===== src/rtl/imem_load_controller.sv =====
// Loads UART bytes into the instruction RAM as little-endian words (LOAD), then steps the fetch address (RUN).
// Latency: a word is written 1 clk after its last byte; button edges act 2 clks after the input rises.
// Backpressure: none; bytes that arrive outside LOAD are dropped and flagged in the sticky rx_dropped.
module imem_load_controller #(
    parameter int N           = 2,
    parameter int MAX_ADDRESS = 3,
    parameter int WORD_BYTES  = 2
) (
    input  logic                    clk,
    input  logic                    rst,
    input  logic                    rx_valid,
    input  logic [7:0]              rx_data,
    input  logic                    load_req,
    input  logic                    step,
    output logic [N-1:0]            ram_addr,
    output logic [8*WORD_BYTES-1:0] ram_wdata,
    output logic                    ram_we,
    output logic                    loading,
    output logic                    running,
    output logic                    load_done,
    output logic [N:0]              words_loaded,
    output logic                    rx_dropped
);
    localparam int DATA_W = 8 * WORD_BYTES;
    localparam logic [N-1:0] LAST_ADDR = N'(MAX_ADDRESS);
    localparam logic [2:0]   LAST_BYTE = 3'(WORD_BYTES - 1);

    typedef enum logic [1:0] {S_IDLE, S_LOAD, S_RUN} state_t;
    state_t state_q, state_d;

    logic              load_cur, load_prv, step_cur, step_prv;
    logic              load_edge, step_edge;
    logic [2:0]        byte_cnt;
    logic [DATA_W-1:0] asm_q, asm_next;
    logic              fin_pend;
    logic              take_byte, word_done, write_last, finish;

    assign load_edge = load_cur & ~load_prv;
    assign step_edge = step_cur & ~step_prv;
    assign loading   = (state_q == S_LOAD);
    assign running   = (state_q == S_RUN);

    always_comb begin
        take_byte  = (state_q == S_LOAD) && rx_valid && !fin_pend;
        word_done  = take_byte && (byte_cnt == LAST_BYTE);
        write_last = ram_we && (ram_addr == LAST_ADDR);
        asm_next   = asm_q;
        for (int i = 0; i < WORD_BYTES; i++) begin
            if (byte_cnt == 3'(i)) asm_next[8*i +: 8] = rx_data;
        end
        // A finish request that coincides with a completing word waits for that word's write.
        finish = (state_q == S_LOAD) &&
                 (write_last || fin_pend || (load_edge && !word_done));
    end

    always_comb begin
        state_d = state_q;
        case (state_q)
            S_IDLE:  if (load_edge) state_d = S_LOAD;
            S_LOAD:  if (finish)    state_d = S_RUN;
            S_RUN:   if (load_edge) state_d = S_LOAD;
            default: state_d = S_IDLE;
        endcase
    end

    always_ff @(posedge clk) begin
        if (rst) state_q <= S_IDLE;
        else     state_q <= state_d;
    end

    always_ff @(posedge clk) begin
        if (rst) begin
            load_cur     <= 1'b0;
            load_prv     <= 1'b0;
            step_cur     <= 1'b0;
            step_prv     <= 1'b0;
            ram_addr     <= '0;
            ram_wdata    <= '0;
            ram_we       <= 1'b0;
            load_done    <= 1'b0;
            words_loaded <= '0;
            rx_dropped   <= 1'b0;
            byte_cnt     <= '0;
            asm_q        <= '0;
            fin_pend     <= 1'b0;
        end else begin
            load_cur  <= load_req;
            load_prv  <= load_cur;
            step_cur  <= step;
            step_prv  <= step_cur;
            ram_we    <= 1'b0;
            load_done <= 1'b0;
            case (state_q)
                S_LOAD: begin
                    if (ram_we) begin
                        ram_addr     <= ram_addr + N'(1);
                        words_loaded <= words_loaded + (N+1)'(1);
                    end
                    if (take_byte) begin
                        if (word_done) begin
                            ram_we    <= 1'b1;
                            ram_wdata <= asm_next;
                            byte_cnt  <= '0;
                            asm_q     <= '0;
                        end else begin
                            asm_q    <= asm_next;
                            byte_cnt <= byte_cnt + 3'd1;
                        end
                    end
                    if (load_edge && word_done) fin_pend <= 1'b1;
                    if (finish) begin
                        ram_addr  <= '0;
                        ram_we    <= 1'b0;
                        load_done <= 1'b1;
                        byte_cnt  <= '0;
                        asm_q     <= '0;
                        fin_pend  <= 1'b0;
                    end
                end
                default: begin
                    if (rx_valid) rx_dropped <= 1'b1;
                    if (load_edge) begin
                        ram_addr     <= '0;
                        words_loaded <= '0;
                        rx_dropped   <= 1'b0;
                        byte_cnt     <= '0;
                        asm_q        <= '0;
                        fin_pend     <= 1'b0;
                    end else if (step_edge && state_q == S_RUN) begin
                        ram_addr <= (ram_addr == LAST_ADDR) ? '0 : ram_addr + N'(1);
                    end
                end
            endcase
        end
    end
endmodule

===== config.mk =====
export PLATFORM = sky130hd
export DESIGN_NAME = imem_load_controller
export DESIGN_NICKNAME = d
export VERILOG_FILES = /design/src/rtl/imem_load_controller.sv
export SDC_FILE = /design/constraint.sdc
export NUM_CORES = 1
export LEC_CHECK = 0
export ABC_AREA = 0
export BUFFER_PORTS_ARGS = -buffer_cell sky130_fd_sc_hd__buf_2
export CAP_MARGIN = 25
export CORE_MARGIN = 2
export CORE_UTILIZATION = 45
export CTS_CLUSTER_SIZE = 24
export DETAILED_ROUTE_END_ITERATION = 10
export HOLD_SLACK_MARGIN = 0.03
export PLACE_DENSITY = 0.68
export SLEW_MARGIN = 10
export SYNTH_ARGS = -nofsm -noshare
export SYNTH_HDL_FRONTEND = slang
export SYNTH_SLANG_ARGS = --single-unit

===== constraint.sdc =====
create_clock -name clk -period 2 [get_ports clk]
set_input_delay 0.1 -clock clk [delete_from_list [all_inputs] [get_ports clk]]
set_output_delay 0.1 -clock clk [all_outputs]
set_load 0.02 [all_outputs]

**After elaboration in Yosys (flattened, before gate mapping)**

Index checks and enable logic that the tools add are counted.

- Flip-flop bits (word level): 50
- Bits of input ports: 13
- Output and inout bits: 26
- Word-level logic and storage cells: 91

- Add/sub/neg operators: 3
- Mux-type cells: 31
- Reduce and logical (&&, ||, !) cells: 27
- Bitwise operators: 6
- Equality and inequality tests: 10

Operators with widths:

| operator | number |
|---|---|
| $mux 16 | 5 |
| $mux 3 | 7 |
| $mux 2 | 8 |
| $mux 8 | 2 |
| $reduce_and 2->1 | 6 |
| $logic_and 1x1->1 | 8 |
| $mux 1 | 8 |
| $add 3x1->3 const B | 2 |
| $ne 3x1->1 const B | 2 |
| $eq 2x2->1 const B | 2 |
| $ne 2x1->1 const B | 2 |
| $not 1->1 | 4 |
| $pmux 2 s2 | 1 |
| $reduce_bool 2->1 | 2 |
| $reduce_or 2->1 | 2 |
| $reduce_or 4->1 | 1 |
| $eq 3x1->1 const B | 1 |
| $logic_not 3->1 | 1 |
| $ne 3x2->1 const B | 1 |
| $reduce_and 3->1 | 1 |
| $reduce_bool 3->1 | 1 |
| $add 2x1->2 const B | 1 |
| $and 1x1->1 | 2 |
| $eq 2x1->1 const B | 1 |
| 4 further kinds | 6 |

**Depth between registers and ports, before layout**

- Word-level depth: 10
- Mapped depth: 7
- Gate-level depth less buffers: 6

**Worst setup path after synthesis**

OpenSTA, ideal clock, no wires.

- Path kind: register to register
- Start: register ram_addr[0]
- End: register asm_q[0]
- Setup slack: 0.375 ns
- Clock period less this slack: 1.625 ns
- Stages on the path, launching flop included: 7
- Setup time: 0.059 ns
- Path buffers: 1
- Arrival: 1.567 ns
- Data required time: 1.941 ns
- Cell sequence: dfxtp_1 ha_1 a21o_4 nor4_4 and4b_1 buf_4 a22o_1

- Word-level cells in the longest chain between the ends: 7
- Elaborated cells between the ends (all ways): 9
- Those cells by class: eq/ne: 2; mux: 2; reduce/logical: 5

Ends and longest elaborated chain:

| item | RTL line | source |
|---|---|---|
| from (decl) | 15 | `output logic [N-1:0] ram_addr,` |
| from (signal assigned) | 96 | `ram_addr <= ram_addr + N'(1);` |
| from (signal assigned) | 130 | `ram_addr <= (ram_addr == LAST_ADDR) ? '0 : ram_addr + N'(1);` |
| $eq 2x2->1 * | 46 | `write_last = ram_we && (ram_addr == LAST_ADDR);` |
| $logic_and 1x1->1 * | 46 |  |
| $logic_or 1x1->1 * (2 in series) | 53 | `(write_last \|\| fin_pend \|\| (load_edge && !word_done));` |
| $logic_and 1x1->1 * | 52 | `finish = (state_q == S_LOAD) &&` |
| $ne 3x1->1 (no source line) / $mux 16 (equally long branches) | - |  |
| $reduce_and 2->1 (no source line) / $mux 16 (equally long branches) | - |  |
| to (signal assigned) | 106 | `asm_q <= asm_next;` |
| to (decl) | 34 | `logic [DATA_W-1:0] asm_q, asm_next;` |

Mark *: on every way between the ends. The rest lies on a longest branch, timed or not.
A chain may end at the register's enable or synchronous reset.

**Final worst setup path**

Ends and elaborated chain as after synthesis.

==> flow_metrics.tcl <==
set metrics [dict create \
    clkSinkCount 42 \
    seqCellArea_um2 841 \
    async_reset_ff_share_pct 0 \
    slew_viol_final 0 \
    required_ns 2.25 \
    clock-root-buffer "clkbuf_8" \
    clkTransAtPathRegs_ns 0.08 \
    final_area_mm2 0.00214 \
    power_density_mw_per_mm2 780 \
    drv_cap 0 \
    wire_per_inst_um 13.2 \
    ir_drop_v 0.000423 \
    swShare_pct 23.3 \
    p_sw_mw 0.389 \
    place_area_mm2 0.00201 \
    io_pins 39 \
    synth_edf_count 0 \
    r2r-start "ram_addr[0]" \
    cts_tree "done" \
    critical-path-max-stage-delay_ns 0.42 \
    crit_arrival_ns 2.01 \
    hold_viol 0 \
    drtIter0Drc 80 \
    r2r_end "asm_q[0]" \
    p_int_mw 1.28 \
    critical-path-slowest-cell "and4b_1" \
    fin_nets 245 \
    synth_area_mm2 0.00178 \
    outcome "complete, no violations" \
    grt_setup_unrepaired "no" \
    worstHoldStart "rx_data[4]" \
    pwr-share-seq_pct 51.8 \
    nFillCells 349 \
    die_h_um 66.9 \
    ys.flop_type "dfxtp_1" \
    finalClockSkew_ns 0.00696 \
    path_cells "ha_1 -> a21o_4 -> nor4_4 -> and4b_1 -> a22o_1" \
    ys_ff_latch 42 \
    worst-path-max-fanout 8 \
    numCtsBuffers 5 \
    relSlewSlack_pct 63.5 \
    die_w_um 66.9 \
    setup_viol 0 \
    synthDistinctLibCells 38 \
    min_period_ns 1.77 \
    antenna_found_initial 0 \
    pwr-share-clk_pct 39.2 \
    multi_input_area_um2 862 \
    synth_nets 206 \
    std_cell_rows 22 \
    synthCells 188 \
    syn_to_final_growth_pct 20.1 \
    grt_util_all_layers_pct 18.2 \
    insertion_delay_ns 0.30 \
    worstRegToRegCells 5 \
    yosysWarnings 0 \
    overflow 0 \
    setup_tns_ns 0 \
    dp_cells 266 \
    drt_first_pass_iters 4 \
    cts_setup_buffers 0 \
    drc_errors 0 \
    yosysSeqAreaShare_pct 47.2 \
    fin_cells 276 \
    viasPerCell 5.25 \
    p_comb_share_pct 9.0 \
    end_kind "register" \
    min_period_over_period_pct 88.3 \
    leakage_nw 0.948 \
    portBuffers 38 \
    min-delay-path-class "input pin to register" \
    die_area_mm2 0.00448 \
    path_class "register to register" \
    totalWireLength_um 3630 \
    grt_first_pass_wirelength_um 5920 \
    hold_end "asm_q[4]" \
    routabilityCongestion 0.750 \
    hpwl_um 2580 \
    postRouteAntennaNets 0 \
    holdPathStages 2 \
    antenna_cells 0 \
    start_util_pct 47.6 \
    grt_max_degree 29 \
    worst_slew_pin_slew_ns 0.546 \
    grt_pass1_vias 1254 \
    drive_gt1_share_pct 25.4 \
    final_util_pct 57.1 \
    synth.avg_cell_area_um2 9.47 \
    cts_max_level 2 \
    startpoint_type "register" \
    core_mm2 0.00374 \
    rrSetupSlack_ns 0.23 \
    dr_total_vias 1449 \
    clockBufferDepth 2 \
    whs_ns 0.0453 \
    clock.fmax_mhz 567 \
]
cell usage after synthesis, types with 2 or more instances:
cell	count	area share, %
buf_4	2	0.84
buf_2	3	0.84
a21oi_1	17	4.8
a22o_1	8	3.9
a31oi_1	2	0.70
o21ai_0	4	1.1
nand2_1	21	4.4
o21a_1	2	0.84
nand2b_1	4	1.4
inv_1	5	1.1
nor2_1	14	3.0
ha_1	5	3.5
nand3b_1	2	0.84
nand3_1	4	1.1
a211oi_1	10	4.2
dfxtp_1	42	47
clkbuf_1	6	1.3
nor2b_1	8	2.8
mux2i_1	9	5.1
nor3_1	2	0.56
timing repair:
item | 4_1_cts | 5_1_grt
endpoints found under the setup margin | 0 | 2
hold endpoints to repair | 2 | 0
hold buffers | 2 | 0
gates resized for setup | 0 | 1
final cells by class:
class,instances,area share [%]
flip-flops and latches,42,39.3
clock inverters,3,1.87
multi-input cells,128,40.3
inverters,5,0.878
repair buffers,45,11.6
clock buffers,5,3.22
well taps,48,2.81
flip-flops by register name (all words and copies together) (netlist names):
name and cells:
asm_q 8, byte_cnt 3, fin_pend 1, load_cur 1, load_done 1, load_prv 1
ram_addr 2, ram_wdata 16, ram_we 1, rx_dropped 1, state_q 2, step_cur 1
step_prv 1, words_loaded 3
power groups by stage:
| stage | logic, mW | clock network [mW] | registers, mW |
|---|---|---|---|
| after global routing | 0.169 | 0.699 | 0.867 |
| after CTS | 0.151 | 0.666 | 0.865 |
| after global placement | 0.147 | 0 | 0.884 |
| after floorplan | 0.0938 | 0 | 0.890 |
| final | 0.151 | 0.653 | 0.865 |
| after detailed placement | 0.148 | 0 | 0.884 |
worst max-delay path, delay by kind of cell, from the launching register on:
| kind | cells | cell delay, ns |
|---|---|---|
| simple gates | 2 | 0.72 |
| flops | 1 | 0.34 |
| fa+ha+maj | 1 | 0.23 |
| compound gates | 2 | 0.42 |
worst max-delay path by stage:
stage                     cells after the start  slack, ns      endpoint         from
final                                         5       0.23      asm_q[0]  ram_addr[0]
after global routing                          5       0.11      asm_q[0]  ram_addr[0]
after CTS                                     5       0.12  ram_wdata[2]  byte_cnt[0]
after detailed placement                      5       0.15  ram_wdata[2]  byte_cnt[0]
after global placement                        5       0.24      asm_q[4]  ram_addr[0]
after floorplan                               6       0.37      asm_q[0]  ram_addr[0]
metal layers:
layer	GRT usage, %	up-vias	part of all wire (%)
met1	24.5	677	51
met4	8.42	0	1.3
li1	-	749	-
met3	6.08	5	3.2
met2	26.0	18	44
met5	0	-	0
per-stage QoR:
step	power [mW]	worst slack (ns)
5_1_grt	1.74	0.113
3_3_place_gp	1.03	0.240
6_report	1.67	0.235
3_5_place_dp	1.03	0.148
2_1_floorplan	0.984	0.375
4_1_cts	1.68	0.124
layout by cell type, fill, tap and decap left out, types with 7 or more instances in the layout:
cell	netlist	final
a211oi_1	10	10
a21oi_1	17	17
nor2_1	14	14
mux2i_1	9	9
dfxtp_1	42	42
nand2_1	21	21
a22o_1	8	8
nor2b_1	8	7
buf_2	3	38
cells by family (layout without fill, tap and decap cells):
group / after synthesis / after routing / share of synthesized area (%)
simple gates: 62 / 62 / 19.0
fa+ha+maj: 5 / 5 / 3.51
compound gates: 52 / 52 / 20.7
flops: 42 / 42 / 47.2
buf+inv: 18 / 58 / 4.50
mux: 9 / 9 / 5.06
Power figures use the tool's default switching activity.
